[config.mk]
export PLATFORM = sky130hd
export DESIGN_NAME = raid_read_recover
export DESIGN_NICKNAME = d
export VERILOG_FILES = /design/src/rtl/raid_read_recover.sv
export SDC_FILE = /design/constraint.sdc
export NUM_CORES = 1
export LEC_CHECK = 0
export CAP_MARGIN = 20
export CORE_ASPECT_RATIO = 1.2
export CORE_MARGIN = 2
export CORE_UTILIZATION = 40
export CTS_BUF_LIST = sky130_fd_sc_hd__clkbuf_4 sky130_fd_sc_hd__clkbuf_8
export CTS_CLUSTER_SIZE = 25
export DETAILED_ROUTE_END_ITERATION = 7
export HOLD_SLACK_MARGIN = 0.02
export PLACE_DENSITY_LB_ADDON = 0.08
export REMOVE_ABC_BUFFERS = 1
export SKIP_LAST_GASP = 1
export SLEW_MARGIN = 10
export SYNTH_ARGS = -nofsm -noshare
export SYNTH_HDL_FRONTEND = slang
export SYNTH_SLANG_ARGS = --single-unit
export TNS_END_PERCENT = 50
[constraint.sdc]
create_clock -name clk -period 8.45 [get_ports clk]
set_clock_uncertainty 0.2 [all_clocks]
set_input_delay 1.69 -clock clk [delete_from_list [all_inputs] [get_ports clk]]
set_output_delay 1.69 -clock clk [all_outputs]
set_load 0.03 [all_outputs]
[src/rtl/raid_read_recover.sv]
// RAID read client: fetches D0/D1 Hamming(12,8) words, corrects them,
// and rebuilds one uncorrectable word from the parity disk.
module raid_read_recover #(
   parameter int ADDR_W  = 8,
   parameter int TIMEOUT = 15,
   parameter int CNT_W   = 16
) (
   input  logic              clk,
   input  logic              reset,
   input  logic              req_valid,
   input  logic [ADDR_W-1:0] req_addr,
   output logic              req_ready,
   output logic              raid_out_valid,
   output logic [ADDR_W-1:0] raid_add,
   output logic [1:0]        raid_en_rd_mem,
   input  logic              raid_mem_valid,
   input  logic [11:0]       raid_rd_valid_data_A,
   input  logic [11:0]       raid_rd_valid_data_B,
   output logic              rsp_valid,
   input  logic              rsp_ready,
   output logic [7:0]        rsp_data0,
   output logic [7:0]        rsp_data1,
   output logic [1:0]        rsp_status,
   output logic [CNT_W-1:0]  corr_cnt,
   output logic [CNT_W-1:0]  fail_cnt
);

   localparam int TW = $clog2(TIMEOUT + 1);

   typedef enum logic [2:0] {
      IDLE, RD1, WAIT1, DEC1, RD2, WAIT2, REBUILD, RESP
   } state_t;

   state_t state, state_nx;

   logic              live;
   logic [ADDR_W-1:0] addr_q;
   logic [11:0]       cap_a, cap_b, cap_p;
   logic [TW-1:0]     tcnt;
   logic [7:0]        d0_q, d1_q;
   logic [1:0]        st_q;

   logic       ld, cap1, cap2, fail_inc;
   logic [7:0] ld_d0, ld_d1;
   logic [1:0] ld_st, corr_inc;

   logic [3:0]  sa, sb, sp, sr;
   logic [11:0] fa, fb, fp, good, rb;
   logic        ua, ub, ca, cb, p_unc;

   function automatic logic [3:0] syn(input logic [11:0] c);
      logic [3:0] s;
      s = '0;
      for (int i = 1; i <= 12; i++)
         if (c[i-1]) s = s ^ 4'(i);
      return s;
   endfunction

   function automatic logic [11:0] fix(input logic [11:0] c);
      logic [3:0]  s;
      logic [11:0] r;
      s = syn(c);
      r = c;
      if (s != 4'd0 && s <= 4'd12) r[s-4'd1] = ~r[s-4'd1];
      return r;
   endfunction

   function automatic logic [7:0] dat(input logic [11:0] c);
      return {c[11], c[10], c[9], c[8], c[6], c[5], c[4], c[2]};
   endfunction

   function automatic logic [CNT_W-1:0] sat_add(
      input logic [CNT_W-1:0] a,
      input logic [1:0]       b
   );
      logic [CNT_W:0] s;
      s = {1'b0, a} + {{(CNT_W-1){1'b0}}, b};
      return s[CNT_W] ? '1 : s[CNT_W-1:0];
   endfunction

   assign sa    = syn(cap_a);
   assign sb    = syn(cap_b);
   assign sp    = syn(cap_p);
   assign fa    = fix(cap_a);
   assign fb    = fix(cap_b);
   assign fp    = fix(cap_p);
   assign ua    = sa > 4'd12;
   assign ub    = sb > 4'd12;
   assign p_unc = sp > 4'd12;
   assign ca    = (sa != 4'd0) && !ua;
   assign cb    = (sb != 4'd0) && !ub;
   assign good  = ua ? fb : fa;
   assign rb    = fp ^ good;
   assign sr    = syn(rb);

   assign fail_inc = ld && (ld_st == 2'b11);

   // Next-state, capture strobes and response load values
   always_comb begin
      state_nx = state;
      ld       = 1'b0;
      ld_d0    = '0;
      ld_d1    = '0;
      ld_st    = '0;
      cap1     = 1'b0;
      cap2     = 1'b0;
      corr_inc = '0;
      unique case (state)
         IDLE:
            if (req_valid && live) state_nx = RD1;
         RD1:
            state_nx = WAIT1;
         WAIT1:
            if (raid_mem_valid) begin
               cap1     = 1'b1;
               state_nx = DEC1;
            end else if (tcnt == TW'(TIMEOUT - 1)) begin
               ld       = 1'b1;
               ld_st    = 2'b11;
               state_nx = RESP;
            end
         DEC1: begin
            corr_inc = {1'b0, ca} + {1'b0, cb};
            if (ua && ub) begin
               ld       = 1'b1;
               ld_st    = 2'b11;
               state_nx = RESP;
            end else if (ua || ub) begin
               state_nx = RD2;
            end else begin
               ld       = 1'b1;
               ld_d0    = dat(fa);
               ld_d1    = dat(fb);
               ld_st    = (ca || cb) ? 2'b01 : 2'b00;
               state_nx = RESP;
            end
         end
         RD2:
            state_nx = WAIT2;
         WAIT2:
            if (raid_mem_valid) begin
               cap2     = 1'b1;
               state_nx = REBUILD;
            end else if (tcnt == TW'(TIMEOUT - 1)) begin
               ld       = 1'b1;
               ld_st    = 2'b11;
               state_nx = RESP;
            end
         REBUILD: begin
            ld       = 1'b1;
            state_nx = RESP;
            if (!p_unc && sr == 4'd0) begin
               ld_st = 2'b10;
               ld_d0 = ua ? dat(rb) : dat(fa);
               ld_d1 = ua ? dat(fb) : dat(rb);
            end else begin
               ld_st = 2'b11;
            end
         end
         RESP:
            if (rsp_ready) state_nx = IDLE;
         default:
            state_nx = IDLE;
      endcase
   end

   // State register; live holds req_ready low until the first clock after reset
   always_ff @(posedge clk or posedge reset) begin
      if (reset) begin
         state <= IDLE;
         live  <= 1'b0;
      end else begin
         state <= state_nx;
         live  <= 1'b1;
      end
   end

   // Address/capture registers, timeout counter, response and statistics
   always_ff @(posedge clk or posedge reset) begin
      if (reset) begin
         addr_q   <= '0;
         cap_a    <= '0;
         cap_b    <= '0;
         cap_p    <= '0;
         tcnt     <= '0;
         d0_q     <= '0;
         d1_q     <= '0;
         st_q     <= '0;
         corr_cnt <= '0;
         fail_cnt <= '0;
      end else begin
         if (state == IDLE && req_valid && live) addr_q <= req_addr;
         if (cap1) begin
            cap_a <= raid_rd_valid_data_A;
            cap_b <= raid_rd_valid_data_B;
         end
         if (cap2) cap_p <= raid_rd_valid_data_A;
         if (state == RD1 || state == RD2)
            tcnt <= '0;
         else if (state == WAIT1 || state == WAIT2)
            tcnt <= tcnt + TW'(1);
         if (ld) begin
            d0_q <= ld_d0;
            d1_q <= ld_d1;
            st_q <= ld_st;
         end
         corr_cnt <= sat_add(corr_cnt, corr_inc);
         fail_cnt <= sat_add(fail_cnt, {1'b0, fail_inc});
      end
   end

   assign req_ready      = live && (state == IDLE);
   assign raid_out_valid = (state == RD1) || (state == RD2);
   assign raid_add       = (state inside {RD1, WAIT1, DEC1, RD2, WAIT2})
                           ? addr_q : '0;
   assign raid_en_rd_mem = (state inside {RD1, WAIT1, DEC1}) ? 2'b11 :
                           (state inside {RD2, WAIT2, REBUILD}) ? 2'b10 :
                           2'b00;
   assign rsp_valid      = (state == RESP);
   assign rsp_data0      = rsp_valid ? d0_q : '0;
   assign rsp_data1      = rsp_valid ? d1_q : '0;
   assign rsp_status     = rsp_valid ? st_q : '0;

endmodule
==> impl_metrics.ini <==
[status]
status = finished clean

[drt]
routed_wl_um = 21000
first_pass_iters = 5
drc_errors = 0
ant_nets = 0
first_iter_violations = 343
routedWlPerCell_um = 18.2
vias = 6351
routed_via_density = 5.52

[synthesis]
synth-xor-area-share = 0.144
synth_top_area_share = 0.333
syn-mean-instance-area_um2 = 9.45
synth_top_family_by_area = simple AND/OR/NAND/NOR gates
synth_fa_ha_area_frac = 0.0398
yosysTopAreaCell = dfrtp_1
async_flop_share = 1.00
ys_top_cells_by_area = dfrtp_1 (33%), mux2_2 (6.6%), nand2_1 (4.8%)
synth_edf_count = 0
syn_inst = 811
netlist_area_mm2 = 0.00766
synth_simple_gate_area_frac = 0.184
synth_cell_types = 77
ys_seq_area_frac = 0.333
synth_warnings = 0
synthMuxAreaShare = 0.115
synth-seq-cells = 102
ys.flop_type = dfrtp_1
synth-compound-area-share = 0.151

[global_routing]
grt_max_degree = 68
grt_pass1_vias = 6333
antenna_found_initial = 0
grtUsageTotal = 0.212
grt_pass1_wl_um = 33900
grt_overflow = 0

[critical_path]
required_ns = 8.55
crit_type = reg2reg
worst_setup_path_end_kind = flip-flop
crit_slowest_cell = xor3_1
path_cells = xnor2_1, xor3_1, ha_1, mux2_2, mux2i_1, mux2i_1, mux2i_1, xor2_1, xnor3_1, xnor2_1, and3_1, o32a_2, a21o_1, a21oi_1, ha_1, nand2_1, nor2_1, and4_1, and3_1, and3_1, nand3_1, o21ai_0
max_stage_delay_ns = 0.73
crit_buf_inv = 0
worst_ep_arrival_time_ns = 7.49
start_kind = flip-flop
crit_path_max_fanout = 15
cp_top_family = XOR/XNOR gates

[cts]
clockRootBuffer = clkbuf_8
cts_tree = built
cts.path.max_buffers = 2
cts.clk_slew.worst_paths_ns = 0.11
cts.sinks = 102
hold_buffers = 0
ctsResizeCount = 0
cts_buffers = 9
post-cts-setup-buffers = 0
htree_num_levels = 3
clkLatencyLatePin_ns = 0.39

[sta]
period_share = 0.875
setup_viol = 0
tightestPinTransition_ns = 1.10
max_freq_mhz = 135
finalSetupTns_ns = 0
fin_crit_ns = 7.40
hold_viol = 0
maxSlewHeadroom = 0.260
drv_slew = 0
rsz0062_at_grt = no

[flow_run]
max-cap-violations = 0

[placed_design]
hpwl_um = 15700
dpl_cell_area_mm2 = 0.00888
place_inst = 1135
gp_congestion = 0.972
numPortBuffers = 99

[floorplan]
design.die.area_mm2 = 0.0203
coreArea_mm2 = 0.0189
ios = 100
rows = 55
die_h_um = 156
die_x_um = 130
start_util = 0.406

[finish]
fin_cells = 1151
antenna-diode-count = 0
layout.nets = 950
fin_util = 0.482
layout_commonest_cell = dfrtp_1
syn2layout_area_growth_pct = 18.5
final_cell_area_mm2 = 0.00908
final_cell_mix = dfrtp_1 (102), clkdlybuf4s50_1 (99), nand2_1 (98)
layout-drive-gt1-share = 0.108

[hold_path]
hp-class = reg2reg
## worst reg2reg max path, cell delays in order, from the launching register on
cell and delay, ns:
dfrtp_1 0.49, xnor2_1 0.38, xor3_1 0.73, ha_1 0.60, mux2_2 0.42, mux2i_1 0.30
mux2i_1 0.16, mux2i_1 0.19, xor2_1 0.36, xnor3_1 0.48, xnor2_1 0.15, and3_1 0.19
o32a_2 0.29, a21o_1 0.23, a21oi_1 0.23, ha_1 0.24, nand2_1 0.09, nor2_1 0.22
and4_1 0.27, and3_1 0.26, and3_1 0.25, nand3_1 0.37, o21ai_0 0.21
## routing by layer
layer	global-route usage	part of all wire	vias to the layer above	wire length [µm]
met5	0	0	-	0
met4	0.0704	0.023	0	479
met3	0.0329	0.042	32	888
met2	0.345	0.48	170	9980
met1	0.290	0.46	3101	9650
li1	-	-	3048	-
## flip-flops by register name (all words and copies together) (netlist names), 8 cells and up
signal / cells
cap_a: 12
corr_cnt: 16
cap_p: 12
cap_b: 12
d0_q: 8
d1_q: 8
addr_q: 8
fail_cnt: 16
## worst paths after layout
kind / start / to / slack [ns] / depth (start not counted)
worst max-delay path: cap_b[10]$_DFFE_PP0P_ / fail_cnt[7]$_DFF_PP0_ / 1.05 / 22
worst min-delay path: d1_q[6]$_DFFE_PP0P_ / d1_q[6]$_DFFE_PP0P_ / 0.30 / 2
worst max register to register: cap_b[10]$_DFFE_PP0P_ / fail_cnt[7]$_DFF_PP0_ / 1.05 / 22
worst min register to register: d1_q[6]$_DFFE_PP0P_ / d1_q[6]$_DFFE_PP0P_ / 0.30 / 2
max in group asynchronous: reset / d1_q[1]$_DFFE_PP0P_ / 5.33 / 3
min in group asynchronous: reset / cap_a[6]$_DFFE_PP0P_ / 1.45 / 2
## area by class of cell
type	instances	area (µm²)
fillers	1840	9770
multi-input cells	641	4860
flip-flops and latches	102	2550
repair buffers	103	1020
well taps	256	320
inverters	33	126
clock buffers	9	124
clock inverters	7	82.6
## Yosys cell counts (3+ instances only)
master,instances
a22oi_1,3
or2_2,4
mux2i_1,35
xnor3_1,12
nand2b_1,5
o211ai_2,3
o21ai_1,4
or3_1,6
nand4_1,3
o22ai_1,4
inv_1,31
o221ai_1,10
o21ai_0,29
a31oi_1,11
a32oi_1,3
a21oi_1,35
and3_1,30
and2_1,14
a21o_1,5
xnor2_1,39
xor2_1,21
and4_1,4
o211ai_1,6
mux2_2,45
dfrtp_1,102
nor2b_1,11
xor3_1,8
clkbuf_1,30
nand3_1,31
xnor2_2,3
nor2_1,55
a41oi_1,3
o31ai_1,9
o21a_1,4
nor3_1,11
nor3b_1,4
a211oi_1,3
nand2_1,98
a22o_1,4
ha_1,22
## through the flow
step / setup WS [ns] / hold slack [ns]
after global placement: 1.35 / 0.278
final: 1.05 / 0.303
after detailed placement: 1.14 / 0.273
after CTS: 1.06 / 0.302
after floorplan: 1.92 / 0.248
after global routing: 0.488 / 0.327
## cell families after synthesis
logic type / count (synthesis)
XOR/XNOR: 86
flip-flops: 102
buffers and inverters: 68
adder cells (fa/ha/maj): 24
AO/OA/AOI/OAI: 162
other: 1
multiplexers: 82
AND/OR/NAND/NOR: 286
Power is not shown: default switching activity piles up to over one toggle a cycle in this logic, so the estimate is an artifact.
